<file path="src/rtl/axis_frame_arbiter_pkg.sv">
// Shared types and constants for the two-port AXI-Stream frame arbiter.
//   - AXIS width constants (64-bit data, 8-bit keep)
//   - arbiter state enum (IFG state present only when ARB_IFG_EN is defined)
//   - packed beat payload used to mux the requester streams
package axis_frame_arbiter_pkg;

    localparam int unsigned AXIS_DATA_W = 64;
    localparam int unsigned AXIS_KEEP_W = 8;
    localparam int unsigned FRAME_CNT_W = 32;
    localparam int unsigned IFG_CNT_W   = 4;

    typedef enum logic [1:0] {
        ST_IDLE   = 2'd0,
        ST_GRANT0 = 2'd1,
        ST_GRANT1 = 2'd2
`ifdef ARB_IFG_EN
        , ST_IFG  = 2'd3
`endif
    } arb_state_e;

    typedef struct packed {
        logic [AXIS_DATA_W-1:0] tdata;
        logic [AXIS_KEEP_W-1:0] tkeep;
        logic                   tuser;
        logic                   tlast;
    } axis_beat_t;

endpackage

</file>
<file path="src/rtl/axis_rr_pick.sv">
// Two-requester round-robin decision.
// Ports:
//   valid       - request pair {port1, port0}
//   last_grant  - index of the port that completed the previous frame
//   grant_idx   - port to grant (meaningful only when grant_valid = 1)
//   grant_valid - at least one requester is asking
module axis_rr_pick (
    input  logic [1:0] valid,
    input  logic       last_grant,
    output logic       grant_idx,
    output logic       grant_valid
);

    // On contention the port that did not win last time takes the grant.
    always_comb begin
        grant_idx   = 1'b0;
        grant_valid = |valid;
        case (valid)
            2'b01:   grant_idx = 1'b0;
            2'b10:   grant_idx = 1'b1;
            2'b11:   grant_idx = ~last_grant;
            default: grant_idx = 1'b0;
        endcase
    end

endmodule

</file>
<file path="src/rtl/axis_frame_arbiter.sv">
// Two-port AXI-Stream frame arbiter feeding the XGMII transmit path.
// A grant is held for a whole frame; round-robin between the two requesters
// on contention. The granted stream is passed through combinationally.
// Optional feature: define ARB_IFG_EN to insert IFG_CYCLES (1..15) idle
// cycles after each frame before returning to arbitration.
// Ports:
//   clock, aresetn           - clock, asynchronous active-low reset
//   saxis0_* / saxis1_*      - requester frame streams (tdata/tkeep/tuser/tlast/tvalid in, tready out)
//   maxis_*                  - arbitrated output stream (tready in)
//   frame_cnt0, frame_cnt1   - completed-frame counters per requester (wrap silently)
module axis_frame_arbiter
    import axis_frame_arbiter_pkg::*;
#(
    parameter int unsigned IFG_CYCLES = 1
) (
    input  logic                   clock,
    input  logic                   aresetn,

    input  logic [AXIS_DATA_W-1:0] saxis0_tdata,
    input  logic [AXIS_KEEP_W-1:0] saxis0_tkeep,
    input  logic                   saxis0_tuser,
    input  logic                   saxis0_tlast,
    input  logic                   saxis0_tvalid,
    output logic                   saxis0_tready,

    input  logic [AXIS_DATA_W-1:0] saxis1_tdata,
    input  logic [AXIS_KEEP_W-1:0] saxis1_tkeep,
    input  logic                   saxis1_tuser,
    input  logic                   saxis1_tlast,
    input  logic                   saxis1_tvalid,
    output logic                   saxis1_tready,

    output logic [AXIS_DATA_W-1:0] maxis_tdata,
    output logic [AXIS_KEEP_W-1:0] maxis_tkeep,
    output logic                   maxis_tuser,
    output logic                   maxis_tlast,
    output logic                   maxis_tvalid,
    input  logic                   maxis_tready,

    output logic [FRAME_CNT_W-1:0] frame_cnt0,
    output logic [FRAME_CNT_W-1:0] frame_cnt1
);

    // Elaboration-time guard on the gap length.
    if (IFG_CYCLES < 1 || IFG_CYCLES > 15) begin : g_bad_ifg
        $error("IFG_CYCLES must be in 1..15");
    end

`ifdef ARB_IFG_EN
    localparam arb_state_e ST_AFTER_FRAME = ST_IFG;
`else
    localparam arb_state_e ST_AFTER_FRAME = ST_IDLE;
`endif

    arb_state_e             state_q, state_d;
    logic                   last_grant_q;
    logic [FRAME_CNT_W-1:0] cnt0_q, cnt1_q;
    logic                   grant_idx, grant_valid;
    logic                   frame_end_c;
    axis_beat_t             s0_beat, s1_beat, m_beat;

    assign s0_beat = '{tdata: saxis0_tdata, tkeep: saxis0_tkeep, tuser: saxis0_tuser, tlast: saxis0_tlast};
    assign s1_beat = '{tdata: saxis1_tdata, tkeep: saxis1_tkeep, tuser: saxis1_tuser, tlast: saxis1_tlast};

    assign maxis_tdata = m_beat.tdata;
    assign maxis_tkeep = m_beat.tkeep;
    assign maxis_tuser = m_beat.tuser;
    assign maxis_tlast = m_beat.tlast;

    assign frame_cnt0 = cnt0_q;
    assign frame_cnt1 = cnt1_q;

    axis_rr_pick u_pick (
        .valid       ({saxis1_tvalid, saxis0_tvalid}),
        .last_grant  (last_grant_q),
        .grant_idx   (grant_idx),
        .grant_valid (grant_valid)
    );

`ifdef ARB_IFG_EN
    logic [IFG_CNT_W-1:0] ifg_cnt_q;

    // Gap counter: loaded at frame end, counts the IFG cycles down to zero.
    always_ff @(posedge clock or negedge aresetn) begin
        if (!aresetn) begin
            ifg_cnt_q <= '0;
        end else if (frame_end_c) begin
            ifg_cnt_q <= IFG_CNT_W'(IFG_CYCLES - 1);
        end else if (state_q == ST_IFG && ifg_cnt_q != '0) begin
            ifg_cnt_q <= ifg_cnt_q - IFG_CNT_W'(1);
        end
    end
`endif

    // Next state and pass-through mux; only the granted port sees tready.
    always_comb begin
        state_d       = state_q;
        m_beat        = '0;
        maxis_tvalid  = 1'b0;
        saxis0_tready = 1'b0;
        saxis1_tready = 1'b0;
        frame_end_c   = 1'b0;
        case (state_q)
            ST_IDLE: begin
                if (grant_valid) begin
                    state_d = grant_idx ? ST_GRANT1 : ST_GRANT0;
                end
            end
            ST_GRANT0: begin
                m_beat        = s0_beat;
                maxis_tvalid  = saxis0_tvalid;
                saxis0_tready = maxis_tready;
                frame_end_c   = saxis0_tvalid & maxis_tready & saxis0_tlast;
                if (frame_end_c) begin
                    state_d = ST_AFTER_FRAME;
                end
            end
            ST_GRANT1: begin
                m_beat        = s1_beat;
                maxis_tvalid  = saxis1_tvalid;
                saxis1_tready = maxis_tready;
                frame_end_c   = saxis1_tvalid & maxis_tready & saxis1_tlast;
                if (frame_end_c) begin
                    state_d = ST_AFTER_FRAME;
                end
            end
`ifdef ARB_IFG_EN
            ST_IFG: begin
                if (ifg_cnt_q == '0) begin
                    state_d = ST_IDLE;
                end
            end
`endif
            default: state_d = ST_IDLE;
        endcase
    end

    // State, round-robin history and frame counters.
    always_ff @(posedge clock or negedge aresetn) begin
        if (!aresetn) begin
            state_q      <= ST_IDLE;
            last_grant_q <= 1'b1;
            cnt0_q       <= '0;
            cnt1_q       <= '0;
        end else begin
            state_q <= state_d;
            if (frame_end_c) begin
                last_grant_q <= (state_q == ST_GRANT1);
                if (state_q == ST_GRANT1) begin
                    cnt1_q <= cnt1_q + FRAME_CNT_W'(1);
                end else begin
                    cnt0_q <= cnt0_q + FRAME_CNT_W'(1);
                end
            end
        end
    end

endmodule

</file>
<file path="config.mk">
export PLATFORM = sky130hd
export DESIGN_NAME = axis_frame_arbiter
export DESIGN_NICKNAME = d
export VERILOG_FILES = /design/src/rtl/axis_frame_arbiter_pkg.sv /design/src/rtl/axis_rr_pick.sv /design/src/rtl/axis_frame_arbiter.sv
export SDC_FILE = /design/constraint.sdc
export NUM_CORES = 1
export LEC_CHECK = 0
export ABC_AREA = 1
export ABC_CLOCK_PERIOD_IN_PS = 5100
export CORE_MARGIN = 2
export CORE_UTILIZATION = 41
export CTS_CLUSTER_SIZE = 28
export DETAILED_ROUTE_END_ITERATION = 16
export MAX_ROUTING_LAYER = met4
export PLACE_DENSITY_LB_ADDON = 0.05
export SYNTH_ARGS = -nofsm -noshare
export SYNTH_HDL_FRONTEND = slang
export SYNTH_SLANG_ARGS = --single-unit
export TNS_END_PERCENT = 20
</file>
<file path="constraint.sdc">
create_clock -name clock -period 5.1 [get_ports clock]
set_clock_uncertainty 0.05 [all_clocks]
set_input_delay 0.51 -clock clock [delete_from_list [all_inputs] [get_ports clock]]
set_output_delay 0.51 -clock clock [all_outputs]
set_load 0.05 [all_outputs]
</file>
# Word level (Yosys, flattened, before mapping)

Index checks and enable logic that the tools add are counted.
Widths: inputs -> output; s select.

Register bits after elaboration: 67
Bits of input ports: 153
Logic and storage cells: 35

Add/sub/neg operators: 2
Eq/ne operators: 7
Mux-type cells: 11
Bitwise operators: 6
Reductions and logical operators: 5

Operators by type and width:

| kind                  | number |
|---|---|
| $pmux 74 s2           | 1 |
| $add 32x1->32 const B | 2 |
| $mux 2                | 4 |
| $eq 2x2->1 const B    | 3 |
| $ne 2x2->1 const B    | 3 |
| $pmux 1 s2            | 3 |
| $pmux 2 s3            | 1 |
| $and 1x1->1           | 4 |
| $reduce_and 2->1      | 2 |
| $reduce_and 3->1      | 1 |
| $eq 2x1->1 const B    | 1 |
| $logic_not 2->1       | 1 |
| $mux 1                | 2 |
| $not 1->1             | 2 |
| $reduce_or 2->1       | 1 |

# Depth between registers and ports, before layout

Depth after elaboration: 5
Depth in mapped cells: 12
Mapped depth without buffers: 11

# Cells and area by module

From an unflattened synthesis, not the netlist that was laid out.

Cell total of the unflattened synthesis: 800
Area total of the unflattened synthesis: 5014.8 um^2

By module, submodules not included:

| module             | instances | cells an instance | area an instance (um^2) |
|---|---|---|---|
| axis_frame_arbiter | 1         | 797               | 4999.8 |
| axis_rr_pick       | 1         | 3                 | 15.0 |

# Worst setup path before layout

Ideal clock, no wire load.

Kind: reg2out
From: reg state_q[0]
To: out maxis_tdata[0]
Arrival time: 2.033 ns
Required time: 4.540 ns
Path slack: 2.507 ns
Cell stages (with the launch flop): 8
Cell sequence: dfrtp_1 inv_1 ha_1 buf_2 buf_2 buf_1 nand2_1 a21oi_1

Cells in the longest elaborated chain, start to end: 2
Elaborated cells on any way between the ends: 3
Classes of those cells: 2 x eq/ne; 1 x mux

Ends and longest elaborated chain:

| element                                         | RTL line                  | RTL |
|---|---|---|
| from (decl)                                     | axis_frame_arbiter.sv:55  | `arb_state_e state_q, state_d;` |
| from (signal assigned)                          | axis_frame_arbiter.sv:146 | `state_q <= state_d;` |
| $eq 2x2->1 / $eq 2x1->1 (equally long branches) | axis_frame_arbiter.sv:103 | `case (state_q)` |
| $pmux 74 s2 *                                   | axis_frame_arbiter.sv:103 |  |
| to (decl)                                       | axis_frame_arbiter.sv:33  | `output logic [AXIS_DATA_W-1:0] maxis_tdata,` |

Mark *: on every way between the ends. The rest lies on a longest branch, timed or not.

# Final worst setup path

From: reg state_q[1]
To: out maxis_tvalid

Cells in the longest elaborated chain, start to end: 2
Elaborated cells on any way between the ends: 3
Classes of those cells: 2 x eq/ne; 1 x mux

Ends and longest elaborated chain:

| element                                         | RTL line                  | RTL |
|---|---|---|
| $eq 2x2->1 / $eq 2x1->1 (equally long branches) | axis_frame_arbiter.sv:103 |  |
| $pmux 1 s2 *                                    | axis_frame_arbiter.sv:103 |  |
| to (decl)                                       | axis_frame_arbiter.sv:37  | `output logic maxis_tvalid,` |

Marks and branches as above.

==> results.py <==
metrics = {
    "timing": {
        "period_minus_slack_ns": 3.67,
        "holdWs_ns": 0.304,
        "fin_tns_setup_ns": 0,
        "worstMarginPinSlew_ns": 0.855,
        "report.final.slew_viol_count": 0,
        "grt_setup_unrepaired": "no",
        "fmax_ghz": 0.272,
        "relSlewSlack_pct": 43.0,
        "period_share_pct": 72.0,
        "finalSetupViolCount": 0,
        "final_hold_viol_count": 0,
    },
    "status": {
        "status": "completed",
    },
    "power": {
        "seqPwrFrac_pct": 19.9,
        "comb_power_share_pct": 60.7,
        "irDropWorstVdd_mv": 0.280,
        "power_frac_clock_pct": 19.5,
        "p_sw_share_pct": 50.7,
        "p_leak_nw": 3.30,
        "intPower_mw": 1.45,
        "power.density_nw_per_um2": 357,
        "switching_power_mw": 1.49,
    },
    "setup_path": {
        "critPathMaxFanout": 40,
        "cp-startpoint": "state_q[1]$_DFFE_PN0P_",
        "critPathMaxStageDelay_ns": 0.84,
        "critPathKind": "reg -> out",
        "path_depth": 6,
        "regToRegEndpoint": "frame_cnt1[31]$_DFFE_PN0P_",
        "start_kind": "flop",
        "crit_required_ns": 4.54,
        "crit_path_cell_trace": "inv_1 -> ha_2 -> buf_4 -> nand2_1 -> a21oi_1 -> clkdlybuf4s50_1",
        "critPathCaptureType": "output pin",
        "r2r_start": "state_q[1]$_DFFE_PN0P_",
        "cp_top_family": "buffers and inverters",
        "critPathBufInv": 3,
        "reg2reg_slack_ns": 1.78,
        "crit_end": "maxis_tvalid",
        "cpMaxStageDelayCell": "clkdlybuf4s50_1",
        "crit_arrival_ns": 3.11,
        "reg2regPathDepth": 12,
    },
    "synth": {
        "synth_edf_count": 0,
        "synth_area_per_cell_um2": 6.20,
        "yosys_warnings": 0,
        "yosys_most_used_dff": "dfrtp_1",
        "ys_seq_elements": 67,
        "syn-instance-count": 792,
        "ys_async_sr_fraction_pct": 100,
        "synth.distinct_cells": 26,
        "seq_area_frac_synth_pct": 34.2,
        "synth_area_um2": 4910,
        "synth_nets": 950,
    },
    "clock_tree": {
        "clk_pin_slew_worst_paths_ns": 0.05,
        "numClockSinks": 67,
        "cts_buffer_depth": 2,
        "cts_tree": "built",
        "cts_hold_buf": 0,
        "cts_max_level": 3,
        "clock_latency_ns": 0.33,
        "cts_root_buffer": "clkbuf_16",
        "cts_repair_resize_count": 0,
        "numCtsBuffers": 9,
        "post-cts-setup-buffers": 0,
    },
    "layout": {
        "fin_nets": 1226,
        "drive_gt1_share_pct": 3.54,
        "area_growth_pct": 67.3,
    },
    "detailed_routing": {
        "routed-via-count": 6240,
        "drt_iter0_markers": 527,
        "drtAntennaViolNets": 0,
        "totalWireLength_um": 20300,
        "viasPerCell": 5.10,
        "drc": 0,
        "wl_per_cell_um": 16.6,
        "drt_first_pass_iters": 5,
    },
    "global_route": {
        "grt_pass1_vias": 5584,
        "grt_antenna_before_repair": 8,
        "grt_max_degree": 68,
        "grt_overflow": 0,
        "grtUsageTotal_pct": 31.6,
        "grt_pass1_wl_um": 30800,
    },
    "place": {
        "gp_congestion": 0.926,
        "dp_hpwl_um": 16100,
        "port_buffers": 293,
    },
    "die": {
        "floorplan.rows": 39,
        "dieArea_um2": 12900,
        "die_h_um": 113,
        "die_x_um": 113,
        "start_util_pct": 42.5,
        "core_um2": 11600,
        "io_pins": 294,
    },
    "worst_hold_path": {
        "hold_path.class": "in -> async",
    },
    "flow_run": {
        "max-cap-violations": 0,
    },
}
## worst min path at each step
stage	slack, ns	cells past startpoint	start	end
3_5_place_dp	0.44	1	frame_cnt0[6]$_DFFE_PN0P_	frame_cnt0[6]$_DFFE_PN0P_
4_1_cts	0.36	2	aresetn	frame_cnt0[22]$_DFFE_PN0P_
5_1_grt	0.40	2	aresetn	frame_cnt0[22]$_DFFE_PN0P_
6_report	0.30	2	aresetn	frame_cnt0[21]$_DFFE_PN0P_
2_1_floorplan	0.16	0	aresetn	frame_cnt0[0]$_DFFE_PN0P_
3_3_place_gp	0.43	1	frame_cnt0[6]$_DFFE_PN0P_	frame_cnt0[6]$_DFFE_PN0P_
## layout make-up
type                            count  area [um^2]
Multi-Input combinational cell    623         2840
Antenna cell                        8         20.0
Fill cell                        1016         3350
Sequential cell                    67         1680
Clock buffer                       10          239
Tap cell                          143          179
Inverter                           69          259
Timing Repair Buffer              298         2970
Clock inverter                      6         41.3
## sequential cells by signal, indices dropped and copies added (netlist names)
signal	flops
frame_cnt0	32
frame_cnt1	32
state_q	2
last_grant_q	1
## Yosys cell counts, types with 8 or more instances
master	n	area [um^2]
o21ai_0	18	90.1
nand3_1	35	175
nor2_1	88	330
xor2_1	22	193
buf_2	9	45.0
nor3_1	8	40.0
a21oi_1	76	380
nand2_1	320	1200
nand4_1	22	138
clkbuf_1	12	45.0
dfrtp_1	66	1650
nand3b_1	13	97.6
buf_1	10	37.5
inv_1	67	251
## cell usage in the layout, fill, tap and decap left out
master	instances
a21oi_1	76
buf_2	1
buf_4	5
clkbuf_16	9
clkbuf_8	1
clkdlybuf4s50_1	292
clkinv_2	2
clkinv_4	1
clkinvlp_4	3
dfrtp_1	66
dfstp_2	1
diode_2	8
ha_1	3
ha_2	2
inv_1	66
inv_2	3
nand2_1	320
nand2_2	3
nand3_1	35
nand3_2	1
nand3_4	1
nand3b_1	13
nand4_1	22
nor2_1	88
nor2_2	5
nor3_1	8
o21ai_0	18
o21ai_1	1
o21bai_1	1
o31ai_1	1
xnor2_1	3
xor2_1	22
## cells by family (layout without fill, tap and decap cells)
logic type / after synthesis / after routing / share of synthesized area, %
buffers and inverters: 102 / 383 / 8.18
XOR/XNOR: 25 / 25 / 4.46
flip-flops: 67 / 67 / 34.2
adder cells (fa/ha/maj): 5 / 5 / 1.27
AND/OR/NAND/NOR: 496 / 496 / 41.9
other: 0 / 8 / 0
AO/OA/AOI/OAI: 97 / 97 / 9.99
## power groups by stage
stage | Combinational, mW | Sequential (mW) | Clock, mW
after floorplan | 1.10 | 0.637 | 0
after global placement | 1.77 | 0.591 | 0
after detailed placement | 1.77 | 0.592 | 0
after CTS | 1.78 | 0.584 | 0.579
after global routing | 1.88 | 0.589 | 0.607
final | 1.78 | 0.584 | 0.571
## routing by layer
metal  global-route usage, %  vias up  routed length [um]
met5                       -        -                   0
met3                    7.92       41                2060
li1                        -     3059                   -
met1                    41.7     2855                8290
met2                    47.3      285                9220
met4                    11.7        0                 696
## per-stage QoR
step,total power [mW],utilization (%),instance area (um^2),cells,setup slack [ns]
finish,2.94,71.1,8220,1224,1.43
global route,3.07,71.1,8220,1224,1.22
CTS,2.94,70.9,8200,1216,1.44
detailed placement,2.37,68.5,7920,1200,1.82
global placement,2.36,68.5,7920,1200,1.86
floorplan,1.74,-,4910,792,2.51
No activity file was read; power rests on OpenSTA's default activity.
==> RTL edit, RTL diff (same settings) <==
The option `ARB_IFG_EN` is turned on by a define.
--- a/src/rtl/axis_frame_arbiter_pkg.sv
+++ b/src/rtl/axis_frame_arbiter_pkg.sv
@@ -4,2 +4,4 @@
 //   - packed beat payload used to mux the requester streams
+`define ARB_IFG_EN
+
 package axis_frame_arbiter_pkg;
Formal check against the unedited RTL: not equivalent (Yosys sat finds a counterexample within 4 cycles, from zero or initial values and one cycle with aresetn low).
==> RTL edit against the original RTL <==
  * Sequential share of layout area grew 0.50 points
  * Cell area grew 3.4%
  * Critical endpoint is now maxis_tdata[51]
  * Sequential cell count grew 4
  * Synthesized area grew 6.5%
  * Sequential power grew 15%
  * Largest cell class is now multi-input gates
  * Setup slack lost 0.10 ns
  * Core utilization shrank 3.1 points
  * Largest power group unchanged
  * Critical path depth is the same
  * Hold slack gained 0.022 ns
  * Power grew 40%
  * Wire length shrank 8.8%
  * Via count shrank 0.74%
==> RTL edit: results (changes against the original RTL) <==
\begin{tabular}{lr}
\hline
Metric & Value \\
\hline
\multicolumn{2}{l}{\textbf{Synth}} \\
\quad Commonest cells in the netlist & nand2\_1, nor2\_1, a21oi\_1, inv\_1, dfrtp\_1 (unchanged) \\
\quad Number of distinct library cell variants in the gate-level netlist after synthesis & 28 (was 26) \\
\quad Seq/Total Area, Yosys & 34.0\% (was 34.2\%) \\
\quad Instance count of the mapped netlist & 829 (was 792) \\
\quad Synthesized net count & 990 (was 950) \\
\multicolumn{2}{l}{\textbf{Setup path}} \\
\quad FF-to-FF setup slack & 1.76 ns (was 1.78 ns) \\
\quad Maximum single-stage delay on the critical path & 0.82 ns (was 0.84 ns) \\
\quad Critical path capture point & maxis\_tdata[51] (was maxis\_tvalid) \\
\quad Origin of the worst setup path & state\_q[0] (was state\_q[1]) \\
\quad Worst reg-to-reg path cell count & 11 (was 12) \\
\quad Reg2Reg Capture Point & frame\_cnt1[28] (was frame\_cnt1[31]) \\
\quad Biggest fanout along the worst timing path & 42 (was 40) \\
\quad Data arrival at the endpoint of the critical path & 3.22 ns (was 3.11 ns) \\
\multicolumn{2}{l}{\textbf{Placed design}} \\
\quad Placement Cell Area & 0.00824 mm\^{}2 (was 0.00792 mm\^{}2) \\
\quad DPL Wire Length & 14.4 mm (was 16.1 mm) \\
\quad RePlAce Congestion & 0.891 (was 0.926) \\
\multicolumn{2}{l}{\textbf{Final layout}} \\
\quad Share of post-route cells with drive strength above 1 & 3.88\% (was 3.54\%) \\
\quad Fill cells & 1184 (was 1016) \\
\multicolumn{2}{l}{\textbf{Timing}} \\
\quad Transition at the pin with the smallest max-transition slack & 1.09 ns (was 0.855 ns) \\
\quad Shortest clock period the worst path allows after layout & 3.78 ns (was 3.67 ns) \\
\multicolumn{2}{l}{\textbf{Global routing}} \\
\quad Largest net degree at the start of global routing & 72 (was 68) \\
\quad Antenna violations before repair & 1 (was 8) \\
\quad Met1 Resource Use GR & 30.7\% (was 41.7\%) \\
\quad Total routing resource utilization after global routing & 27.2\% (was 31.6\%) \\
\quad Number of global-route vias before repair & 5640 (was 5584) \\
\quad Wire length of the first global-routing pass & 28.2 mm (was 30.8 mm) \\
\quad GR Layer Usage met2 & 46.6\% (was 47.3\%) \\
\quad Met3 Usage GRT & 8.91\% (was 7.92\%) \\
\multicolumn{2}{l}{\textbf{Drt}} \\
\quad Number of vias per cell after detailed routing & 4.83 (was 5.10) \\
\quad Violation count after the first detailed-route iteration & 370 (was 527) \\
\quad Vias post-DR & 6194 (was 6240) \\
\multicolumn{2}{l}{\textbf{Status}} \\
\quad Run status & complete, no violations (unchanged) \\
\multicolumn{2}{l}{\textbf{Power}} \\
\quad Leakage power & 3.55 nW (was 3.30 nW) \\
\quad IR Drop Worst-Case VDD & 0.618 mV (was 0.280 mV) \\
\hline
\end{tabular}
-- RTL edit: cell types whose count changed after synthesis, moves of 5 or more --
cell,delta
xor2_1,+5
nand3_1,+8
clkbuf_1,+7
nand2_1,+13
o21ai_0,-11
buf_1,-6
nor2_2,+13
-- RTL edit: per-layer routing --
metal	up-vias	wire, um	share of wire (%)
met2	223	8840	48
met1	2771	7490	41
li1	3171	-	-
met5	-	0	0
met4	0	369	2.0
met3	29	1780	9.7
-- RTL edit: area by class of cell --
cell class                 instances  share of cell area (%)
sequential                        71                    20.9
antenna                            1                  0.0294
clock buffer                      14                    2.87
tap                              172                    2.53
multi-input combinational        652                    35.5
timing repair buffer             297                    34.8
clock inverter                     2                   0.118
inverter                          73                    3.22
-- RTL edit: how the worst min path moves through the flow --
stage                 start             end  slack, ns  depth (start not counted)
6_report            aresetn  frame_cnt0[14]       0.33                          2
4_1_cts             aresetn  frame_cnt0[13]       0.38                          2
3_3_place_gp   last_grant_q    last_grant_q       0.41                          2
5_1_grt             aresetn  frame_cnt0[31]       0.43                          2
3_5_place_dp   last_grant_q    last_grant_q       0.41                          2
2_1_floorplan       aresetn   frame_cnt0[0]       0.16                          0
-- RTL edit: power breakdown --
group | switching, mW | internal (mW)
Sequential | 0.0498 | 0.622
Clock | 0.226 | 0.328
Combinational | 1.99 | 0.879
-- RTL edit: cells by family (layout without fill, tap and decap cells) --
kind of cell	Yosys count	count (layout)	share of synthesized area [%]
AO/OA/AOI/OAI	91	91	8.83
XOR/XNOR	29	29	4.86
adder cells (fa/ha/maj)	8	8	1.91
buffers and inverters	106	386	8.37
flip-flops	71	71	34.0
other	0	1	0
AND/OR/NAND/NOR	524	524	42.0
-- RTL edit: through the flow --
step,hold WS [ns],total power [mW],worst slack (ns),util (%)
2_1_floorplan,0.164,2.62,2.42,-
3_3_place_gp,0.409,3.55,1.69,65.9
3_5_place_dp,0.407,3.57,1.64,65.9
4_1_cts,0.380,4.13,1.28,67.9
5_1_grt,0.431,4.33,1.09,67.9
6_report,0.326,4.10,1.32,67.9
